$ cat src/rtl/pc_pkg.sv
`default_nettype none
// ============================================================================
//  Module      : pc_pkg
//  Description : Shared constants and types for the program-counter fetch
//                stage: PC increment, default address/offset widths and the
//                next-PC source select encoding.
//  Revision    : 1.0 - initial release
// ============================================================================
package pc_pkg;

    // Byte distance between consecutive sequential instructions.
    localparam int PC_INC = 4;

    // Default widths for the fetch stage and its target calculator.
    localparam int PC_ADDR_W = 64;
    localparam int PC_COND_W = 19;
    localparam int PC_BR_W   = 26;

    // Source of the value loaded into the PC on the next rising edge.
    typedef enum logic [1:0] {
        SRC_SEQ     = 2'd0,  // pc + 4
        SRC_BRANCH  = 2'd1,  // freshly resolved redirect target
        SRC_PENDING = 2'd2,  // redirect latched during an earlier stall
        SRC_HOLD    = 2'd3   // stalled: pc keeps its value
    } pc_src_e;

endpackage : pc_pkg
`default_nettype wire

$ cat src/rtl/pc_target_calc.sv
`default_nettype none
// ============================================================================
//  Module      : pc_target_calc
//  Description : Combinational branch-target generator. Selects the
//                conditional or unconditional word offset, sign-extends it to
//                the address width, converts it to bytes and adds it to the
//                branch's own PC. A register-indirect target overrides the
//                PC-relative path and is passed through unmodified.
//  Ports       : i_uncond_br   - 1 = use i_br_addr, 0 = use i_cond_addr
//                i_br_reg_sel  - 1 = target is i_reg_target
//                i_br_pc       - PC of the branch being resolved
//                i_cond_addr   - signed conditional offset, in words
//                i_br_addr     - signed unconditional offset, in words
//                i_reg_target  - register-indirect target
//                o_tgt         - computed redirect target
//  Revision    : 1.0 - initial release
// ============================================================================
module pc_target_calc
    import pc_pkg::*;
#(
    parameter int ADDR_W = PC_ADDR_W,
    parameter int COND_W = PC_COND_W,
    parameter int BR_W   = PC_BR_W
) (
    input  logic              i_uncond_br,
    input  logic              i_br_reg_sel,
    input  logic [ADDR_W-1:0] i_br_pc,
    input  logic [COND_W-1:0] i_cond_addr,
    input  logic [BR_W-1:0]   i_br_addr,
    input  logic [ADDR_W-1:0] i_reg_target,
    output logic [ADDR_W-1:0] o_tgt
);

    logic [ADDR_W-1:0] w_cond_sext;
    logic [ADDR_W-1:0] w_br_sext;
    logic [ADDR_W-1:0] w_off;
    logic [ADDR_W-1:0] w_rel_tgt;

    assign w_cond_sext = {{(ADDR_W-COND_W){i_cond_addr[COND_W-1]}}, i_cond_addr};
    assign w_br_sext   = {{(ADDR_W-BR_W){i_br_addr[BR_W-1]}}, i_br_addr};
    assign w_off       = i_uncond_br ? w_br_sext : w_cond_sext;

    // Offsets are in words; the shift converts to bytes. The sum wraps
    // modulo 2^ADDR_W with no overflow indication.
    assign w_rel_tgt   = i_br_pc + (w_off << 2);

    assign o_tgt       = i_br_reg_sel ? i_reg_target : w_rel_tgt;

endmodule : pc_target_calc
`default_nettype wire

$ cat src/rtl/pc_fetch_unit.sv
`default_nettype none
// ============================================================================
//  Module      : pc_fetch_unit
//  Description : Registered program-counter stage. Advances the PC by 4 per
//                cycle, applies branch redirects one cycle after they are
//                presented, and latches a redirect that arrives during a
//                fetch stall so it can be applied once the stall releases.
//  Ports       : clk              - clock, rising-edge active
//                reset            - synchronous active-high reset
//                stall            - hold the PC
//                br_taken         - redirect request
//                uncond_br        - offset select (1 = br_addr)
//                br_reg_sel       - 1 = redirect to reg_target
//                br_pc            - PC of the resolving branch
//                cond_addr        - signed conditional word offset
//                br_addr          - signed unconditional word offset
//                reg_target       - register-indirect target
//                pc               - current fetch PC (registered)
//                pc_plus4         - pc + 4 (combinational)
//                redirect_pending - a latched redirect awaits stall release
//  Revision    : 1.0 - initial release
// ============================================================================
module pc_fetch_unit
    import pc_pkg::*;
#(
    parameter int                 ADDR_W   = PC_ADDR_W,
    parameter int                 COND_W   = PC_COND_W,
    parameter int                 BR_W     = PC_BR_W,
    parameter logic [ADDR_W-1:0]  RESET_PC = '0
) (
    input  logic              clk,
    input  logic              reset,
    input  logic              stall,
    input  logic              br_taken,
    input  logic              uncond_br,
    input  logic              br_reg_sel,
    input  logic [ADDR_W-1:0] br_pc,
    input  logic [COND_W-1:0] cond_addr,
    input  logic [BR_W-1:0]   br_addr,
    input  logic [ADDR_W-1:0] reg_target,
    output logic [ADDR_W-1:0] pc,
    output logic [ADDR_W-1:0] pc_plus4,
    output logic              redirect_pending
);

    logic [ADDR_W-1:0] r_pc;
    logic              r_pending_valid;
    logic [ADDR_W-1:0] r_pending_target;

    logic [ADDR_W-1:0] w_tgt;
    logic [ADDR_W-1:0] w_pc_plus4;
    pc_src_e           w_pc_src;

    pc_target_calc #(
        .ADDR_W (ADDR_W),
        .COND_W (COND_W),
        .BR_W   (BR_W)
    ) u_target_calc (
        .i_uncond_br  (uncond_br),
        .i_br_reg_sel (br_reg_sel),
        .i_br_pc      (br_pc),
        .i_cond_addr  (cond_addr),
        .i_br_addr    (br_addr),
        .i_reg_target (reg_target),
        .o_tgt        (w_tgt)
    );

    assign w_pc_plus4 = r_pc + ADDR_W'(PC_INC);

    // Next-PC priority: stall holds, then a fresh redirect, then a redirect
    // latched during an earlier stall, then sequential fetch.
    always_comb begin
        w_pc_src = SRC_SEQ;
        if (stall) begin
            w_pc_src = SRC_HOLD;
        end else if (br_taken) begin
            w_pc_src = SRC_BRANCH;
        end else if (r_pending_valid) begin
            w_pc_src = SRC_PENDING;
        end
    end

    always_ff @(posedge clk) begin
        if (reset) begin
            r_pc             <= RESET_PC;
            r_pending_valid  <= 1'b0;
            r_pending_target <= '0;
        end else begin
            case (w_pc_src)
                SRC_BRANCH:  r_pc <= w_tgt;
                SRC_PENDING: r_pc <= r_pending_target;
                SRC_HOLD:    r_pc <= r_pc;
                default:     r_pc <= w_pc_plus4;
            endcase

            // While stalled the newest redirect overwrites any older one.
            // Any unstalled cycle either consumes the pending redirect or
            // supersedes it with a fresh one, so it is always cleared.
            if (stall) begin
                if (br_taken) begin
                    r_pending_valid  <= 1'b1;
                    r_pending_target <= w_tgt;
                end
            end else begin
                r_pending_valid <= 1'b0;
            end
        end
    end

    assign pc               = r_pc;
    assign pc_plus4         = w_pc_plus4;
    assign redirect_pending = r_pending_valid;

endmodule : pc_fetch_unit
`default_nettype wire

$ cat config.mk
export PLATFORM = sky130hd
export DESIGN_NAME = pc_fetch_unit
export DESIGN_NICKNAME = d
export VERILOG_FILES = /design/src/rtl/pc_pkg.sv /design/src/rtl/pc_target_calc.sv /design/src/rtl/pc_fetch_unit.sv
export SDC_FILE = /design/constraint.sdc
export NUM_CORES = 1
export LEC_CHECK = 0
export CAP_MARGIN = 0
export CORE_MARGIN = 5
export CORE_UTILIZATION = 49
export CTS_CLUSTER_SIZE = 8
export DETAILED_ROUTE_END_ITERATION = 10
export GPL_TIMING_DRIVEN = 0
export HOLD_SLACK_MARGIN = 0.03
export PLACE_DENSITY = 0.82
export SKIP_CTS_REPAIR_TIMING = 1
export SLEW_MARGIN = 20
export SYNTH_ARGS = -nofsm -noshare
export SYNTH_HDL_FRONTEND = slang
export SYNTH_HIERARCHICAL = 1
export SYNTH_SLANG_ARGS = --single-unit
$ cat constraint.sdc
create_clock -name clk -period 6.8 [get_ports clk]
set_input_delay 1.7 -clock clk [delete_from_list [all_inputs] [get_ports clk]]
set_output_delay 1.7 -clock clk [all_outputs]
set_load 0.01 [all_outputs]
### Word level (Yosys, flattened, before mapping)

Cells that the tools add are included.

| cells by class | value |
|---|---|
| $add $sub $neg | 2 |
| equality and inequality tests | 3 |
| multiplexer cells | 6 |
| bitwise gates (word level) | 1 |
| reduce and logical (&&, ||, !) cells | 2 |

Operator list:

| cell | number |
|---|---|
| case mux 64 bit (3 select lines) | 1 |
| adder 64 x 3 -> 64 bit, second input constant | 1 |
| adder 64 bit | 1 |
| two-way mux 64 bit | 1 |
| two-way mux 62 bit | 1 |
| two-way mux 2 bit | 3 |
| == test 2 bit, second input constant | 2 |
| == test 2 x 1 -> 1 bit, second input constant | 1 |
| AND reduction 2 bit | 1 |
| OR reduction 2 bit | 1 |
| inverter 1 bit | 1 |

| word-level totals | value |
|---|---|
| bits in registers | 129 |
| input bits | 179 |
| output and inout bits | 129 |
| word-level logic and storage cells | 17 |

### Depth between registers and ports, before layout

| depth | value |
|---|---|
| depth in word-level cells | 5 |
| gate-level depth with buffers | 21 |
| depth with buffers taken out | 18 |

### Cells and area by module

The synthesis kept the hierarchy.

Modules (own cells, without submodules):

| module | instances | cells an instance | area an instance (um^2) | sequential area each (um^2) |
|---|---|---|---|---|
| pc_fetch_unit | 1 | 993 | 7444.6 | 2582.5 |
| pc_target_calc | 1 | 716 | 4579.4 | 0.0 |

### Least setup slack after synthesis

Ideal clock, no wire load.

| timing | value |
|---|---|
| path type | input to register |
| start point | in uncond_br |
| end point | reg r_pc[62], in the netlist pc[62] |
| arrival time | 5.790 ns |
| required time | 6.681 ns |
| slack | 0.891 ns |
| stages on the path | 16 |
| buffers on the path | 2 |
| cell sequence | clkbuf_1 -> nand2b_1 -> clkbuf_1 -> nand2_1 -> ha_1 -> a21o_1 -> a21o_1 -> a21o_1 -> o31ai_1 -> a41oi_1 -> o41ai_2 -> o21ai_1 -> xnor2_1 -> o21ai_1 -> a221o_1 -> o221a_2 |

| between the ends | value |
|---|---|
| word-level cells in the longest chain between the ends | 4 |

RTL lines:

| element | RTL line | RTL |
|---|---|---|
| start, declared | pc_fetch_unit.sv:35 | `input logic uncond_br,` |
| two-way mux 62 bit | pc_target_calc.sv:41 | `assign w_off = i_uncond_br ? w_br_sext : w_cond_sext;` |
| adder 64 bit | pc_target_calc.sv:45 | `assign w_rel_tgt = i_br_pc + (w_off << 2);` |
| two-way mux 64 bit | pc_target_calc.sv:47 | `assign o_tgt = i_br_reg_sel ? i_reg_target : w_rel_tgt;` |
| net w_tgt[62] | pc_fetch_unit.sv:50 | `logic [ADDR_W-1:0] w_tgt;` |
| case mux 64 bit (3 select lines) | pc_fetch_unit.sv:89 | `case (w_pc_src)` |
| end signal, assigned | pc_fetch_unit.sv:90 | `SRC_BRANCH: r_pc <= w_tgt;` |
| end signal, assigned | pc_fetch_unit.sv:91 | `SRC_PENDING: r_pc <= r_pending_target;` |
| end signal, assigned | pc_fetch_unit.sv:92 | `SRC_HOLD: r_pc <= r_pc;` |
| end, declared | pc_fetch_unit.sv:46 | `logic [ADDR_W-1:0] r_pc;` |

The timed path passes the listed nets, and every way through them passes these cells.
A chain may end at the register's enable or synchronous reset.

### Worst setup path after layout

| timing | value |
|---|---|
| start point | in uncond_br |
| end point | reg r_pc[51], in the netlist pc[51] |

The elaborated chain is that of the path after synthesis.

==> impl_metrics.tcl <==
set metrics [dict create \
    cp_top_family "compound AO/OA/AOI/OAI gates" \
    irDropWorstVdd_v 0.0001550 \
    crit_buf_inv 2 \
    worstPathRequired_ps 7110 \
    antenna_cells 0 \
    yosysTopAreaCell "dfxtp_1" \
    yosysMostFrequentCell "nand2_1" \
    r2r_cells 7 \
    synth_commonest_cells "nand2_1, a21oi_1, dfxtp_1" \
    io_buffers 303 \
    cts_buffer_depth 2 \
    placementRows 57 \
    num-fill-cells 2176 \
    status "finished clean" \
    gp_congestion 1.000 \
    hold_class "register to register" \
    max_cap_violations 0 \
    period_minus_slack_ps 6345 \
    start_kind "primary input" \
    regArea_um2 2582 \
    cpPeakStageDelay_ps 490 \
    place_inst 2336 \
    utilization_pct 66.29 \
    p_int_mw 1.860 \
    cts.sinks 129 \
    yosysTopAreaCellShare_pct 21.48 \
    skew_ps 13.53 \
    rsz0062_at_grt "false" \
    numCtsBuffers 17 \
    ys_types 94 \
    fin_nets 2273 \
    htree_levels 4 \
    wl_um 48700 \
    tns_ps 0 \
    cts-root-buf "clkbuf_16" \
    worstPathArrival_ps 6650 \
    synth_edf_count 0 \
    fmax_mhz 157.6 \
    routed_via_density 6.171 \
    synth_flop_cell "dfxtp_1" \
    die_w_um 166.7 \
    critPathKind "primary input to register" \
    multi_input_area_um2 8800 \
    min_path_cells 2 \
    crit_chain "clkbuf_1 -> clkbuf_1 -> mux2_2 -> ha_1 -> a21oi_1 -> nand2_1 -> a41oi_1 -> a21o_1 -> a311oi_1 -> o21ai_1 -> nand2_1 -> a21oi_1 -> xor2_1 -> o21ai_0 -> nand2_1 -> o21ai_0 -> o21ai_0 -> a21oi_1 -> o2bb2a_1" \
    powerDensity_nw_per_um2 181.6 \
    gr-usage-all-layers_pct 33.02 \
    path_depth 19 \
    clkTransAtPathRegs_ps 60 \
    worstPathMaxFanout 10 \
    setup_viol 0 \
    drive_above_1_share_pct 5.773 \
    die_y_um 166.7 \
    dp_hpwl_um 39370 \
    boundaryPins 308 \
    layout.cells.non_filler 2368 \
    end_kind "register" \
    cts_tree "done" \
    r2r_end "pc[56]$_SDFFE_PP0P_" \
    finalCritPeriodShare_pct 93.31 \
    grt_pass1_wl_um 75090 \
    synthTopCellsByArea "dfxtp_1, nand2_1, a21oi_1" \
    seq_power_share_pct 29.8 \
    ys_seq_area_share_pct 21.48 \
    first_global_vias 13680 \
    area_growth_pct 33.68 \
    r2r_start "pc[2]$_SDFFE_PP0P_" \
    ant_nets 0 \
    slew_headroom_pct 36.32 \
    via_count 14610 \
    synth_warnings 6 \
    die_area_um2 27770 \
    mappedNetlistNets 1951 \
    synth-seq-cells 129 \
    grt_overflow_total 0 \
    switching_share_pct 36.26 \
    remaining_drc_errors 0 \
    rrSetupSlack_ps 3160 \
    clock_power_share_pct 32.2 \
    drt_first_pass_iters 6 \
    synthCells 1709 \
    power_frac_comb_pct 37.9 \
    start_util_pct 49.59 \
    antenna_found_initial 0 \
    power_mw 2.918 \
    finalHoldViolations 0 \
    async_flop_share_pct 0 \
    slew_viol_final 0 \
    hold_start "r_pending_target[29]$_SDFFE_PP0P_" \
    grt_max_degree 38 \
    worstMarginPinSlew_ps 951.7 \
    syn_avg_cell_area_um2 7.036 \
    critical-path-slowest-cell "clkbuf_1" \
    p_leak_nw 6.118 \
    wl_per_cell_um 20.56 \
    netSwitchingPower_mw 1.058 \
    drt_iter0_markers 1658 \
    whs_endpoint "r_pending_target[29]$_SDFFE_PP0P_" \
    core_area_um2 24250 \
    clock_latency_ps 420 \
    synth_area_um2 12020 \
]
worst max-delay path by stage:
stage | startpoint | to | slack [ps]
final | uncond_br | pc[51]$_SDFFE_PP0P_ | 460
after global routing | uncond_br | pc[51]$_SDFFE_PP0P_ | 140
after CTS | uncond_br | pc[51]$_SDFFE_PP0P_ | 410
after detailed placement | uncond_br | pc[51]$_SDFFE_PP0P_ | -1
after global placement | uncond_br | pc[51]$_SDFFE_PP0P_ | -430
after floorplan | uncond_br | pc[62]$_SDFFE_PP0P_ | 890
cells in the final DEF, fill, tap and decap left out, drive strengths merged, types with 7 or more instances in the layout:
master	count
a211oi	10
a21o	37
a21oi	180
a221oi	16
a22o	7
a22oi	23
a31oi	11
and2	11
and3	22
and4	9
buf	24
clkbuf	115
clkdlybuf4s50	303
dfxtp	129
ha	62
inv	46
mux2	24
nand2	324
nand2b	8
nand3	39
nand4	42
nor2	112
nor3	36
nor4	18
o21a	15
o21ai	139
o21bai	10
o22ai	10
o31ai	18
o41ai	7
or2	8
or3	8
xnor2	62
xor2	46
through the flow:
stage	hold WS, ps	setup slack, ps	instance area, um^2
finish	454.9	455.3	16070
global route	467.7	140.1	16070
CTS	451.9	413.5	16070
detailed placement	443.4	-1.251	15460
global placement	439.0	-427.2	15460
floorplan	431.9	891.1	12020
power groups by stage:
| stage | logic (mW) | registers, mW | clock network (mW) |
|---|---|---|---|
| after floorplan | 0.642 | 0.878 | 0 |
| after global placement | 1.06 | 0.881 | 0 |
| after detailed placement | 1.07 | 0.883 | 0 |
| after CTS | 1.08 | 0.867 | 0.935 |
| after global routing | 1.19 | 0.875 | 0.970 |
| final | 1.11 | 0.870 | 0.941 |
registers in the layout (all words and copies together) (netlist names):
register,cells
pc,64
redirect_pending,1
r_pending_target,64
cell type report:
cell class | count | share of cell area [%]
multi-input combinational | 1418 | 54.74
timing repair buffer | 303 | 18.87
sequential | 129 | 16.07
buffer | 120 | 3.059
clock buffer | 19 | 2.818
tap | 324 | 2.522
inverter | 42 | 0.9808
clock inverter | 13 | 0.9419
worst reg2reg max path, cell delays in order, from the launching register on:
cell and delay, ps:
dfxtp_1 480, ha_1 380, nand3_2 260, nor4_1 880, nand3_1 530, nor4_1 630, mux2i_1 260, o31ai_1 80
cells by family (layout without fill, tap and decap cells):
logic type                 count (synthesis)  after routing  share of synthesized area, %
xor gates and xnor gates                 108            108                         7.867
and+or+nand+nor                          655            655                         25.45
AOI/OAI and AO/OA                        562            562                         30.44
buffers and inverters                    162            497                         5.401
adders and majority gates                 63             63                         6.618
DFF                                      129            129                         21.48
muxes                                     30             30                         2.747
routing by layer:
metal  wire (um)  track usage (%)  vias to the layer above
met2       21800            52.20                      957
met4        1669            12.88                        0
met3        5366            6.234                      126
met5           0                0                        -
li1            -                -                     6859
met1       19860            44.73                     6671
No activity file was read; power rests on OpenSTA's default activity.
